### src/rtl/home_inventory_wbm_seq.sv
// home_inventory_wbm_seq
//   Single-outstanding Wishbone (classic) initiator. A valid/ready command
//   beat becomes one Wishbone cycle. A valid/ready response beat returns the
//   read data and the error status.
//
// Parameters
//   TIMEOUT_CYCLES : REQ cycles without ack before an abort (1..65535).
//                    Used only when HIW_WBM_TIMEOUT_EN is defined.
//   ALIGN_ADDR     : 1 forces wbm_adr_o[1:0] to 2'b00; 0 passes cmd_adr through.
//
// Optional feature macro
//   HIW_WBM_TIMEOUT_EN : enables the REQ timeout counter. When this macro is
//                        undefined, REQ waits for ack indefinitely and
//                        rsp_err is tied to 0.
//
// Ports
//   wb_clk_i, wb_rst_i           : clock, synchronous active-high reset
//   cmd_valid/cmd_ready          : command handshake
//   cmd_we/cmd_adr/cmd_dat/cmd_sel : command payload
//   rsp_valid/rsp_ready          : response handshake
//   rsp_dat, rsp_err             : read data (0 for writes and errors), timeout flag
//   wbm_cyc_o/stb_o/we_o/sel_o/adr_o/dat_o : Wishbone request (all registered)
//   wbm_dat_i, wbm_ack_i         : Wishbone response
//   busy                         : high in REQ or RESP
module home_inventory_wbm_seq #(
   parameter int unsigned TIMEOUT_CYCLES = 255,
   parameter bit          ALIGN_ADDR     = 1'b1
) (
   input  logic        wb_clk_i,
   input  logic        wb_rst_i,
   input  logic        cmd_valid,
   output logic        cmd_ready,
   input  logic        cmd_we,
   input  logic [31:0] cmd_adr,
   input  logic [31:0] cmd_dat,
   input  logic [3:0]  cmd_sel,
   output logic        rsp_valid,
   input  logic        rsp_ready,
   output logic [31:0] rsp_dat,
   output logic        rsp_err,
   output logic        wbm_cyc_o,
   output logic        wbm_stb_o,
   output logic        wbm_we_o,
   output logic [3:0]  wbm_sel_o,
   output logic [31:0] wbm_adr_o,
   output logic [31:0] wbm_dat_o,
   input  logic [31:0] wbm_dat_i,
   input  logic        wbm_ack_i,
   output logic        busy
);

   typedef enum logic [1:0] {S_IDLE, S_REQ, S_RESP} state_e;

   if (TIMEOUT_CYCLES < 1 || TIMEOUT_CYCLES > 65535) begin : g_bad_timeout
      $error("TIMEOUT_CYCLES must be in 1..65535");
   end

   state_e      state_q, state_d;
   logic        cmd_ready_q, cmd_ready_d;
   logic        cyc_q, cyc_d;
   logic        we_q, we_d;
   logic [3:0]  sel_q, sel_d;
   logic [31:0] adr_q, adr_d;
   logic [31:0] wdat_q, wdat_d;
   logic        rsp_valid_q, rsp_valid_d;
   logic [31:0] rsp_dat_q, rsp_dat_d;
`ifdef HIW_WBM_TIMEOUT_EN
   localparam logic [15:0] TO_LAST = 16'(TIMEOUT_CYCLES - 1);
   logic [15:0] cnt_q, cnt_d;
   logic        rsp_err_q, rsp_err_d;
`endif

   always_comb begin
      // NOTE: every signal gets its hold value first, so no branch can leave
      // one unassigned and infer a latch.
      state_d     = state_q;
      cyc_d       = cyc_q;
      we_d        = we_q;
      sel_d       = sel_q;
      adr_d       = adr_q;
      wdat_d      = wdat_q;
      rsp_valid_d = rsp_valid_q;
      rsp_dat_d   = rsp_dat_q;
`ifdef HIW_WBM_TIMEOUT_EN
      cnt_d       = cnt_q;
      rsp_err_d   = rsp_err_q;
`endif
      unique case (state_q)
         S_IDLE: begin
            // Accept on the registered ready, the same value the initiator sees.
            if (cmd_valid && cmd_ready_q) begin
               we_d    = cmd_we;
               sel_d   = cmd_sel;
               adr_d   = ALIGN_ADDR ? {cmd_adr[31:2], 2'b00} : cmd_adr;
               wdat_d  = cmd_dat;
               cyc_d   = 1'b1;
               state_d = S_REQ;
`ifdef HIW_WBM_TIMEOUT_EN
               cnt_d   = '0;
`endif
            end
         end
         S_REQ: begin
            // Dropping stb on the edge after ack keeps the responder's ~ack
            // guard from seeing a second request.
            if (wbm_ack_i) begin
               rsp_dat_d   = we_q ? 32'h0 : wbm_dat_i;
               cyc_d       = 1'b0;
               rsp_valid_d = 1'b1;
               state_d     = S_RESP;
`ifdef HIW_WBM_TIMEOUT_EN
               rsp_err_d   = 1'b0;
            end else if (cnt_q == TO_LAST) begin
               rsp_dat_d   = 32'h0;
               rsp_err_d   = 1'b1;
               cyc_d       = 1'b0;
               rsp_valid_d = 1'b1;
               state_d     = S_RESP;
            end else begin
               cnt_d = cnt_q + 16'd1;
`endif
            end
         end
         S_RESP: begin
            if (rsp_ready) begin
               rsp_valid_d = 1'b0;
               state_d     = S_IDLE;
            end
         end
         default: state_d = S_IDLE;
      endcase
      // Ready is registered, so it is 0 while reset is held and 1 in the
      // cycle after reset.
      cmd_ready_d = (state_d == S_IDLE);
   end

   always_ff @(posedge wb_clk_i) begin
      // NOTE: sequential state uses non-blocking assignments only, so every
      // register samples the pre-edge values of the others.
      if (wb_rst_i) begin
         state_q     <= S_IDLE;
         cmd_ready_q <= 1'b0;
         cyc_q       <= 1'b0;
         we_q        <= 1'b0;
         sel_q       <= '0;
         adr_q       <= '0;
         wdat_q      <= '0;
         rsp_valid_q <= 1'b0;
         rsp_dat_q   <= '0;
`ifdef HIW_WBM_TIMEOUT_EN
         cnt_q       <= '0;
         rsp_err_q   <= 1'b0;
`endif
      end else begin
         state_q     <= state_d;
         cmd_ready_q <= cmd_ready_d;
         cyc_q       <= cyc_d;
         we_q        <= we_d;
         sel_q       <= sel_d;
         adr_q       <= adr_d;
         wdat_q      <= wdat_d;
         rsp_valid_q <= rsp_valid_d;
         rsp_dat_q   <= rsp_dat_d;
`ifdef HIW_WBM_TIMEOUT_EN
         cnt_q       <= cnt_d;
         rsp_err_q   <= rsp_err_d;
`endif
      end
   end

   assign cmd_ready = cmd_ready_q;
   assign rsp_valid = rsp_valid_q;
   assign rsp_dat   = rsp_dat_q;
`ifdef HIW_WBM_TIMEOUT_EN
   assign rsp_err   = rsp_err_q;
`else
   assign rsp_err   = 1'b0;
`endif
   assign wbm_cyc_o = cyc_q;
   assign wbm_stb_o = cyc_q;
   assign wbm_we_o  = we_q;
   assign wbm_sel_o = sel_q;
   assign wbm_adr_o = adr_q;
   assign wbm_dat_o = wdat_q;
   assign busy      = (state_q == S_REQ) || (state_q == S_RESP);

endmodule
### config.mk
export PLATFORM = sky130hd
export DESIGN_NAME = home_inventory_wbm_seq
export DESIGN_NICKNAME = d
export VERILOG_FILES = /design/src/rtl/home_inventory_wbm_seq.sv
export SDC_FILE = /design/constraint.sdc
export NUM_CORES = 1
export LEC_CHECK = 0
export CAP_MARGIN = 15
export CORE_ASPECT_RATIO = 1.5
export CORE_MARGIN = 10
export CORE_UTILIZATION = 40
export CTS_BUF_LIST = sky130_fd_sc_hd__clkbuf_4
export DETAILED_ROUTE_END_ITERATION = 12
export GPL_TIMING_DRIVEN = 0
export PLACE_DENSITY = 0.78
export SETUP_SLACK_MARGIN = 0.15
export SLEW_MARGIN = 20
export SYNTH_ARGS = -nofsm -noshare
export SYNTH_HDL_FRONTEND = slang
export SYNTH_SLANG_ARGS = --single-unit
export TNS_END_PERCENT = 50
### constraint.sdc
create_clock -name wb_clk_i -period 2.1 [get_ports wb_clk_i]
set_clock_uncertainty 0.1 [all_clocks]
set_input_delay 0.525 -clock wb_clk_i [delete_from_list [all_inputs] [get_ports wb_clk_i]]
set_output_delay 0.525 -clock wb_clk_i [all_outputs]
set_load 0.02 [all_outputs]
After elaboration in Yosys (flattened, before gate mapping):

Cells that the tools add are included.

* logic and storage cells: 35
* input port bits: 106
* bits in registers: 104
* output and inout port bits: 107

* mux-type cells: 11
* reduce and logical (&&, ||, !) cells: 10
* equal/unequal tests: 5

Operator list (number)
* $mux W32: 1
* $mux W2: 3
* $ne A2 B2 Y1 const B: 3
* $pmux W2 S3: 1
* $reduce_and A3 Y1: 2
* $logic_not A2 Y1: 2
* $mux W1: 4
* $pmux W1 S2: 2
* $reduce_and A2 Y1: 2
* $reduce_bool A2 Y1: 2
* $eq A2 B1 Y1 const B: 1
* $eq A2 B2 Y1 const B: 1
* $logic_and A1 B1 Y1: 1
* $logic_or A1 B1 Y1: 1

Logic depth before layout (Yosys ltp):

Gate-level depths: netlist of the first run.

* depth after elaboration: 4
* depth in mapped cells: 8
* mapped depth without buffers: 5

Worst setup path before layout of the first run:

No wires, ideal clock.

* path kind: register -> register
* from: reg state_q[0]
* to: reg adr_q[13] (netlist: wbm_adr_o[13])
* slack: 548 ps
* data required time: 1868 ps
* stages on the path, launching flop included: 9
* period minus slack after synthesis: 1552 ps
* arrival: 1320 ps
* path buffers: 3
* setup time: 132 ps
* path through: dfxtp_1 > inv_1 > ha_1 > and3_1 > buf_2 > buf_6 > buf_6 > nand2_1 > a21oi_1

* word-level cells in the longest chain between the ends: 2

Ends and longest elaborated chain
* from (decl): line 58 `state_e state_q, state_d;`
* from (signal assigned): line 155 `state_q <= state_d;`
* $logic_not A2 Y1: line 88 `unique case (state_q)`
* $reduce_and A2 Y1 (no line)
* to (signal assigned): line 160 `adr_q <= adr_d;`
* to (decl): line 63 `logic [31:0] adr_q, adr_d;`

No other way between the ends.
A chain may end at the register's enable or synchronous reset.

Final worst setup path of the first run:

* from: reg cyc_q (netlist: wbm_cyc_o)
* to: out wbm_stb_o

RTL lines
* from (decl): line 60 `logic cyc_q, cyc_d;`
* from (signal assigned): line 157 `cyc_q <= cyc_d;`
* to (decl): line 42 `output logic wbm_stb_o,`

No word-level cell between the ends.

==> results of run 1 <==
## power breakdown
| group | total [uW] | switching, uW | internal (uW) | leakage, uW |
|---|---|---|---|---|
| registers | 2210 | 79.9 | 2130 | 0.000848 |
| clock network | 893 | 640 | 252 | 0.0000603 |
| logic | 1190 | 664 | 525 | 0.00175 |
| total | 4290 | 1380 | 2900 | 0.00266 |
## cell type report
cell class	instances	area (sq um)	area share [%]
Inverter	4	15.0	0.243
Timing Repair Buffer	208	1950	31.5
Tap cell	115	144	2.33
Multi-Input combinational cell	328	1640	26.6
Antenna cell	1	2.50	0.0405
Clock buffer	10	75.1	1.21
Clock inverter	5	33.8	0.547
Sequential cell	104	2090	33.8
Buffer	45	228	3.68
## routing by layer
metal	vias to the layer above	GRT usage [%]	wire length [um]
met3	20	6.42	1250
met2	148	32.0	7250
li1	2026	-	-
met5	-	0	0
met1	1873	18.7	4860
met4	0	6.99	268
## worst paths after layout
path / from / to / slack, ps / cells after the start
max: wbm_cyc_o$_SDFFE_PP0P_ / wbm_stb_o / 210 / 2
max reg2reg: state_q[1]$_SDFF_PP0_ / rsp_dat[30]$_SDFFE_PP0P_ / 350 / 7
min reg2reg: rsp_dat[6]$_SDFFE_PP0P_ / rsp_dat[6]$_SDFFE_PP0P_ / 360 / 2
min: wbm_ack_i / rsp_dat[31]$_SDFFE_PP0P_ / 340 / 3
## worst min-delay path, stage by stage
cell and delay, ps:
buf_2 160, nand4b_1 100, a21oi_1 60
## timing repair
item / CTS / global route
endpoints found under the setup margin: 104 / 8
setup buffers: 0 / 3
gates cloned: 0 / 0
resized for setup: 113 / 5
pin swaps: 0 / 0
## stage by stage
stage	hold WS [ps]	instance area, sq um
after floorplan	430	3960
after global placement	337	6150
after detailed placement	343	6150
after CTS	311	6140
after global routing	334	6180
final	338	6180
## state kept, by name, summed over array words and instances (netlist names)
register	flops
wbm_dat_o	32
state_q	2
rsp_dat	32
wbm_cyc_o	1
wbm_sel_o	4
wbm_we_o	1
wbm_adr_o	30
cmd_ready	1
rsp_valid	1
## cell families (layout without fill, tap and decap cells)
logic type / count (synthesis) / count (layout) / synth area share, %
and+or+nand+nor: 209 / 209 / 24.5
adders and majority gates: 6 / 6 / 1.90
buffers and inverters: 49 / 272 / 6.15
muxes: 1 / 1 / 0.285
DFF: 104 / 104 / 52.7
AOI/OAI and AO/OA: 109 / 109 / 14.4
other: 1 / 4 / 0.0950
## layout by cell type, fill, tap and decap left out, drive strengths merged
master           n
a211o            1
a211oi           1
a21boi           1
a21oi          101
a221o            1
a311oi           2
a31oi            1
and3             1
and3b            1
buf             25
clkbuf          34
clkdlybuf4s50  101
clkinv           3
clkinvlp         1
conb             3
dfxtp          104
diode            1
dlygate4sd2    103
ha               6
inv              5
mux2             1
nand2          168
nand2b           4
nand3            1
nand4b          32
nor2             1
nor2b            1
o21ai            1
==> impl_table.tex, run 1 <==
\begin{tabular}{lr}
\hline
Metric & Value \\
\hline
\multicolumn{2}{l}{\textbf{Run status}} \\
\quad Status & finished, final reports clean \\
\multicolumn{2}{l}{\textbf{Finish}} \\
\quad Post-layout nets & 812 \\
\quad Layout cell share with drive strength beyond 1 & 6.11\% \\
\quad Number of filler cells placed in the layout & 875 \\
\quad Final cell count without fillers & 820 \\
\quad Area growth, synth to finish & 56.5\% \\
\quad Post-Route Utilization & 63.8\% \\
\multicolumn{2}{l}{\textbf{Synth}} \\
\quad Asr flop ratio synth & 0\% \\
\quad Most common flop cell mapped by yosys & dfxtp\_1 \\
\quad Mean area per synthesized cell & 8.24 sq um \\
\quad Share of synthesized area occupied by flip-flops and latches & 52.7\% \\
\quad Most frequent cells after synthesis & nand2\_1 (168), dfxtp\_1 (104), a21oi\_1 (101) \\
\quad Library cell with the highest instance count after synthesis & nand2\_1 \\
\quad Yosys top cell by area & dfxtp\_1 \\
\quad Number of synthesized register bits & 104 \\
\quad Count of mapped cells out of synthesis & 479 \\
\quad YS warnings & 0 \\
\quad Area share of the largest cell type after synthesis & 52.7\% \\
\quad Cells taking the most area after synthesis & dfxtp\_1 (53\%), nand2\_1 (16\%), a21oi\_1 (13\%), nand4b\_1 (7.1\%), clkbuf\_1 (2.3\%) \\
\quad Cell area after technology mapping & 3950 sq um \\
\quad Post-synth cell types & 26 \\
\quad Number of enable-type register cells in the synthesized netlist & 0 \\
\multicolumn{2}{l}{\textbf{Setup path}} \\
\quad Worst EP required & 1470 ps \\
\quad Largest delay contributor family on the critical path & buffers and inverters \\
\quad Crit-path cells & buf\_4 > dlygate4sd2\_1 \\
\quad Critical path buffer and inverter count & 2 \\
\quad Largest fanout of any net on the critical path & 3 \\
\quad Crit path launch type & register \\
\quad Maximum cell stage delay along the critical path & 390 ps \\
\quad Arrival time at the worst endpoint & 1270 ps \\
\quad Worst setup EP type & primary output \\
\quad Crit path kind & register to primary output \\
\quad CP max-delay cell & dfxtp\_2 \\
\multicolumn{2}{l}{\textbf{Placed design}} \\
\quad Count of input and output buffers & 205 \\
\quad Sum of net half-perimeters after detailed placement & 10700 um \\
\quad Placed insts & 801 \\
\quad Weighted congestion at the end of routability-driven global placement & 0.815 \\
\quad Pre-CTS WS & -52.4 ps \\
\multicolumn{2}{l}{\textbf{Floorplanning}} \\
\quad Full die area & 14300 sq um \\
\quad Initial Util & 40.8\% \\
\quad Chip Height & 142 um \\
\quad Core Rows & 44 \\
\quad Count of pins on the block boundary & 213 \\
\quad Placeable core area & 9690 sq um \\
\quad Die width & 101 um \\
\multicolumn{2}{l}{\textbf{Clocking}} \\
\quad Clock buffers created by TritonCTS & 9 \\
\quad Clock-pin transition on the worst setup and hold timing paths & 160 ps \\
\quad Buffer depth of the longest clock path & 2 \\
\quad TritonCTS clock tree & yes \\
\quad Clock sinks & 104 \\
\quad Source-to-sink clock delay at the later pin of the worst-skew pair & 440 ps \\
\quad Hold buffer count at CTS & 0 \\
\quad Total number of H-tree levels & 3 \\
\quad CTS Root Cell & clkbuf\_4 \\
\multicolumn{2}{l}{\textbf{GRT}} \\
\quad Global-route wire length before repair & 20900 um \\
\quad Pin count of the biggest net entering global routing & 17 \\
\quad Initial antenna violation count & 1 \\
\quad Tot GR Track Use & 18.1\% \\
\quad Global route total overflow & 0 \\
\quad Number of global-route vias before repair & 3982 \\
\multicolumn{2}{l}{\textbf{Power}} \\
\quad Leakage power of the design & 0.00266 uW \\
\quad Total power & 4290 uW \\
\quad Pwr dens & 694 nW/um\^{}2 \\
\quad Peak supply drop & 399 uV \\
\multicolumn{2}{l}{\textbf{Timing}} \\
\quad Count of final hold-check violations & 0 \\
\quad Final TNS setup & 0 ps \\
\quad Timing-limited maximum frequency & 528 MHz \\
\quad Setup repair after global routing missed its margin & yes \\
\quad Total setup violations reported at the end of the flow & 0 \\
\quad Pins over their slew limit & 0 \\
\quad Final clock period utilization by the worst path & 90.1\% \\
\quad Final Critical Period & 1890 ps \\
\quad Final worst-path setup slack & 208 ps \\
\multicolumn{2}{l}{\textbf{Detailed routing}} \\
\quad Post-route DRC violation count & 0 \\
\quad 1st-iter DRT viols & 100 \\
\quad Overall via count from detail\_route & 4067 \\
\quad Number of nets with antenna violations after detailed routing & 0 \\
\quad Aggregate routed wire length & 13600 um \\
\quad Number of detailed-routing iterations run before antenna repair & 5 \\
\quad Vias per inst & 4.96 \\
\quad WL per Instance & 16.6 um \\
\multicolumn{2}{l}{\textbf{Hold path}} \\
\quad Class of the tightest hold or removal check & input port to register \\
\multicolumn{2}{l}{\textbf{Run}} \\
\quad Number of maximum-capacitance violations & 0 \\
\hline
\end{tabular}
No activity file was read; power rests on OpenSTA's default activity.
==> inputs of run 2 (changes only) <==
--- a/config.mk
+++ b/config.mk
@@ -14,7 +14,6 @@
 export GPL_TIMING_DRIVEN = 0
 export PLACE_DENSITY = 0.78
 export SETUP_SLACK_MARGIN = 0.15
-export SLEW_MARGIN = 20
 export SYNTH_ARGS = -nofsm -noshare
 export SYNTH_HDL_FRONTEND = slang
 export SYNTH_SLANG_ARGS = --single-unit
==> results of run 2 <==
The final DEF is identical to that of run 1; final timing and power are the same.
==> inputs of run 3 (changes only) <==
==> constraint.sdc (replaced) <==
create_clock -name wb_clk_i -period 1.8 [get_ports wb_clk_i]
set_clock_uncertainty 0.1 [all_clocks]
set_input_delay 0.45 -clock wb_clk_i [delete_from_list [all_inputs] [get_ports wb_clk_i]]
set_output_delay 0.45 -clock wb_clk_i [all_outputs]
set_load 0.02 [all_outputs]
==> run 3 against run 2 <==
Effect of this change:
- wire length grew 0.54%
- total power is 17% higher
- non-clock buffer count increased by 1
- sequential power rose by 17%
- largest cell class is now flip-flops and latches
- largest power group unchanged
==> impl_table.tex, run 3 (same netlist as run 1, synthesis figures left out) <==
\begin{tabular}{lr}
\hline
Metric & Value \\
\hline
\multicolumn{2}{l}{\textbf{Timing}} \\
\quad Total setup violations reported at the end of the flow & 0 \\
\quad Final Critical Period & 1770 ps \\
\quad Final worst-path setup slack & 26.1 ps \\
\quad Count of final hold-check violations & 0 \\
\quad Pins over their slew limit & 0 \\
\quad Worst hold slack & 272 ps \\
\quad Final clock period utilization by the worst path & 98.6\% \\
\quad Timing-limited maximum frequency & 564 MHz \\
\quad Setup repair after global routing missed its margin & yes \\
\multicolumn{2}{l}{\textbf{Clocking}} \\
\quad Buffer depth of the longest clock path & 2 \\
\quad CTS Root Cell & clkbuf\_4 \\
\quad TritonCTS clock tree & yes \\
\quad Clock-pin transition on the worst setup and hold timing paths & 150 ps \\
\quad Source-to-sink clock delay at the later pin of the worst-skew pair & 430 ps \\
\quad Total number of H-tree levels & 3 \\
\quad Clock sinks & 104 \\
\quad Clock buffers created by TritonCTS & 9 \\
\multicolumn{2}{l}{\textbf{Detailed routing}} \\
\quad Post-route DRC violation count & 0 \\
\quad 1st-iter DRT viols & 93 \\
\quad Number of nets with antenna violations after detailed routing & 0 \\
\quad Aggregate routed wire length & 13700 um \\
\quad Overall via count from detail\_route & 4052 \\
\quad Vias per inst & 4.94 \\
\quad WL per Instance & 16.7 um \\
\quad Number of detailed-routing iterations run before antenna repair & 5 \\
\multicolumn{2}{l}{\textbf{GRT}} \\
\quad Global route total overflow & 0 \\
\quad GR peak layer & met2 \\
\quad Met1 demand-to-capacity share in global routing & 18.4\% \\
\quad Global-route track usage on met3 & 6.42\% \\
\quad Tot GR Track Use & 18.1\% \\
\quad Number of global-route vias before repair & 4028 \\
\quad Global-route track usage on met2 & 32.6\% \\
\quad Pin count of the biggest net entering global routing & 17 \\
\quad Global-route wire length before repair & 21000 um \\
\quad Initial antenna violation count & 1 \\
\multicolumn{2}{l}{\textbf{Finish}} \\
\quad Most common cell after layout, fill and taps aside & nand2\_1 \\
\quad Most used cells in the layout excluding fill and tap cells & nand2\_1 (167), buf\_2 (107), a21oi\_1 (101), clkdlybuf4s50\_1 (101), dfxtp\_1 (95) \\
\quad Post-layout nets & 813 \\
\quad Number of filler cells placed in the layout & 926 \\
\quad Sequential cell area in the final layout & 2100 sq um \\
\quad Multi-input gate area in the final layout & 1670 sq um \\
\quad Layout cell share with drive strength beyond 1 & 23.4\% \\
\quad Cell area after layout & 5900 sq um \\
\quad Area growth, synth to finish & 49.5\% \\
\multicolumn{2}{l}{\textbf{Setup path}} \\
\quad Crit path launch type & register \\
\quad Critical R2R Capture & wbm\_sel\_o[2]\$\_SDFFE\_PP0P\_ \\
\quad Crit path kind & register to primary output \\
\quad Crit-path cells & inv\_4 > ha\_4 > buf\_6 \\
\quad CP max-delay cell & dfxtp\_4 \\
\quad Worst EP required & 1250 ps \\
\quad Largest fanout of any net on the critical path & 3 \\
\quad Maximum cell stage delay along the critical path & 390 ps \\
\quad Worst setup EP type & primary output \\
\quad Register-to-Register Path Depth & 8 \\
\quad Reg2Reg Launch Point & state\_q[1]\$\_SDFF\_PP0\_ \\
\quad Critical path buffer and inverter count & 2 \\
\quad Arrival time at the worst endpoint & 1220 ps \\
\quad Largest delay contributor family on the critical path & flip-flops \\
\quad Register-to-register path setup slack & 240 ps \\
\multicolumn{2}{l}{\textbf{Power}} \\
\quad Peak supply drop & 452 uV \\
\quad Leakage power of the design & 0.00245 uW \\
\quad Pwr dens & 849 nW/um\^{}2 \\
\multicolumn{2}{l}{\textbf{Run status}} \\
\quad Status & finished, final reports clean \\
\multicolumn{2}{l}{\textbf{Floorplanning}} \\
\quad Core Rows & 44 \\
\quad Placeable core area & 9690 sq um \\
\quad Count of pins on the block boundary & 213 \\
\quad Die width & 101 um \\
\quad Chip Height & 142 um \\
\quad Initial Util & 40.8\% \\
\quad Full die area & 14300 sq um \\
\multicolumn{2}{l}{\textbf{Hold path}} \\
\quad Class of the tightest hold or removal check & input port to register \\
\quad Instance count along the most critical hold path & 3 \\
\quad Startpoint of the worst hold path & wbm\_ack\_i \\
\quad Sink of the worst hold path & rsp\_dat[31]\$\_SDFFE\_PP0P\_ \\
\multicolumn{2}{l}{\textbf{Run}} \\
\quad Number of maximum-capacitance violations & 0 \\
\multicolumn{2}{l}{\textbf{Placed design}} \\
\quad Weighted congestion at the end of routability-driven global placement & 0.815 \\
\quad Count of input and output buffers & 205 \\
\quad Pre-CTS WS & -277 ps \\
\quad Sum of net half-perimeters after detailed placement & 10700 um \\
\quad Total placed instance area & 6150 sq um \\
\hline
\end{tabular}
==> run 3: per-stage QoR <==
step	setup TNS (ps)	total power [uW]	utilization, %	cells
2_1_floorplan	0	3360	-	481
3_3_place_gp	-10860	4080	63.5	801
3_5_place_dp	-12150	4120	63.5	801
4_1_cts	-11.5	5070	62.6	818
5_1_grt	-37.1	5290	60.9	821
6_report	0	5010	60.9	821
==> run 3: metal layers <==
metal	vias up	wire (um)
li1	2032	-
met1	1860	4900
met2	139	7380
met3	21	1180
met4	0	237
met5	-	0
==> run 3: how the worst max path moves through the flow <==
stage | end | depth (start not counted) | startpoint | slack [ps]
6_report | busy | 3 | state_q[1]$_SDFF_PP0_ | 30
5_1_grt | busy | 3 | state_q[0]$_SDFF_PP0_ | -40
4_1_cts | busy | 3 | state_q[1]$_SDFF_PP0_ | -10
3_5_place_dp | wbm_dat_o[8]$_SDFFE_PP0P_ | 6 | cmd_valid | -280
3_3_place_gp | wbm_dat_o[2]$_SDFFE_PP0P_ | 6 | cmd_valid | -240
2_1_floorplan | wbm_adr_o[13]$_SDFFE_PP0P_ | 8 | state_q[0]$_SDFF_PP0_ | 250
==> run 3: area by class of cell <==
| class | count | area share, % |
|---|---|---|
| repair buffers | 209 | 27.0 |
| clock buffers | 10 | 1.27 |
| multi-input cells | 328 | 28.2 |
| inverters | 4 | 0.339 |
| flip-flops and latches | 104 | 35.6 |
| well taps | 115 | 2.44 |
| plain buffers | 45 | 4.49 |
| clock inverters | 5 | 0.572 |
| diodes | 1 | 0.0424 |
==> run 3: where the power goes <==
group	total [uW]	leakage [uW]	internal (uW)	switching, uW
registers	2580	0.000850	2480	95.7
clock network	1030	0.0000603	294	735
logic	1400	0.00154	613	788
==> run 3: worst register-to-register path, delay by kind of cell (launching register included) <==
family / cells / cell delay, ps
simple gates: 2 / 200
flops: 1 / 380
compound gates: 1 / 130
fa+ha+maj: 1 / 160
buf+inv: 4 / 510
==> run 3: timing repair <==
| item | in CTS | in global routing |
|---|---|---|
| gates cloned | 0 | 0 |
| hold buffers | 0 | 0 |
| buffers inserted | 2 | 2 |
| hold endpoints to repair | 0 | 0 |
| pin swaps | 1 | 0 |
| gates resized for setup | 403 | 64 |
| setup endpoints to repair | 196 | 80 |
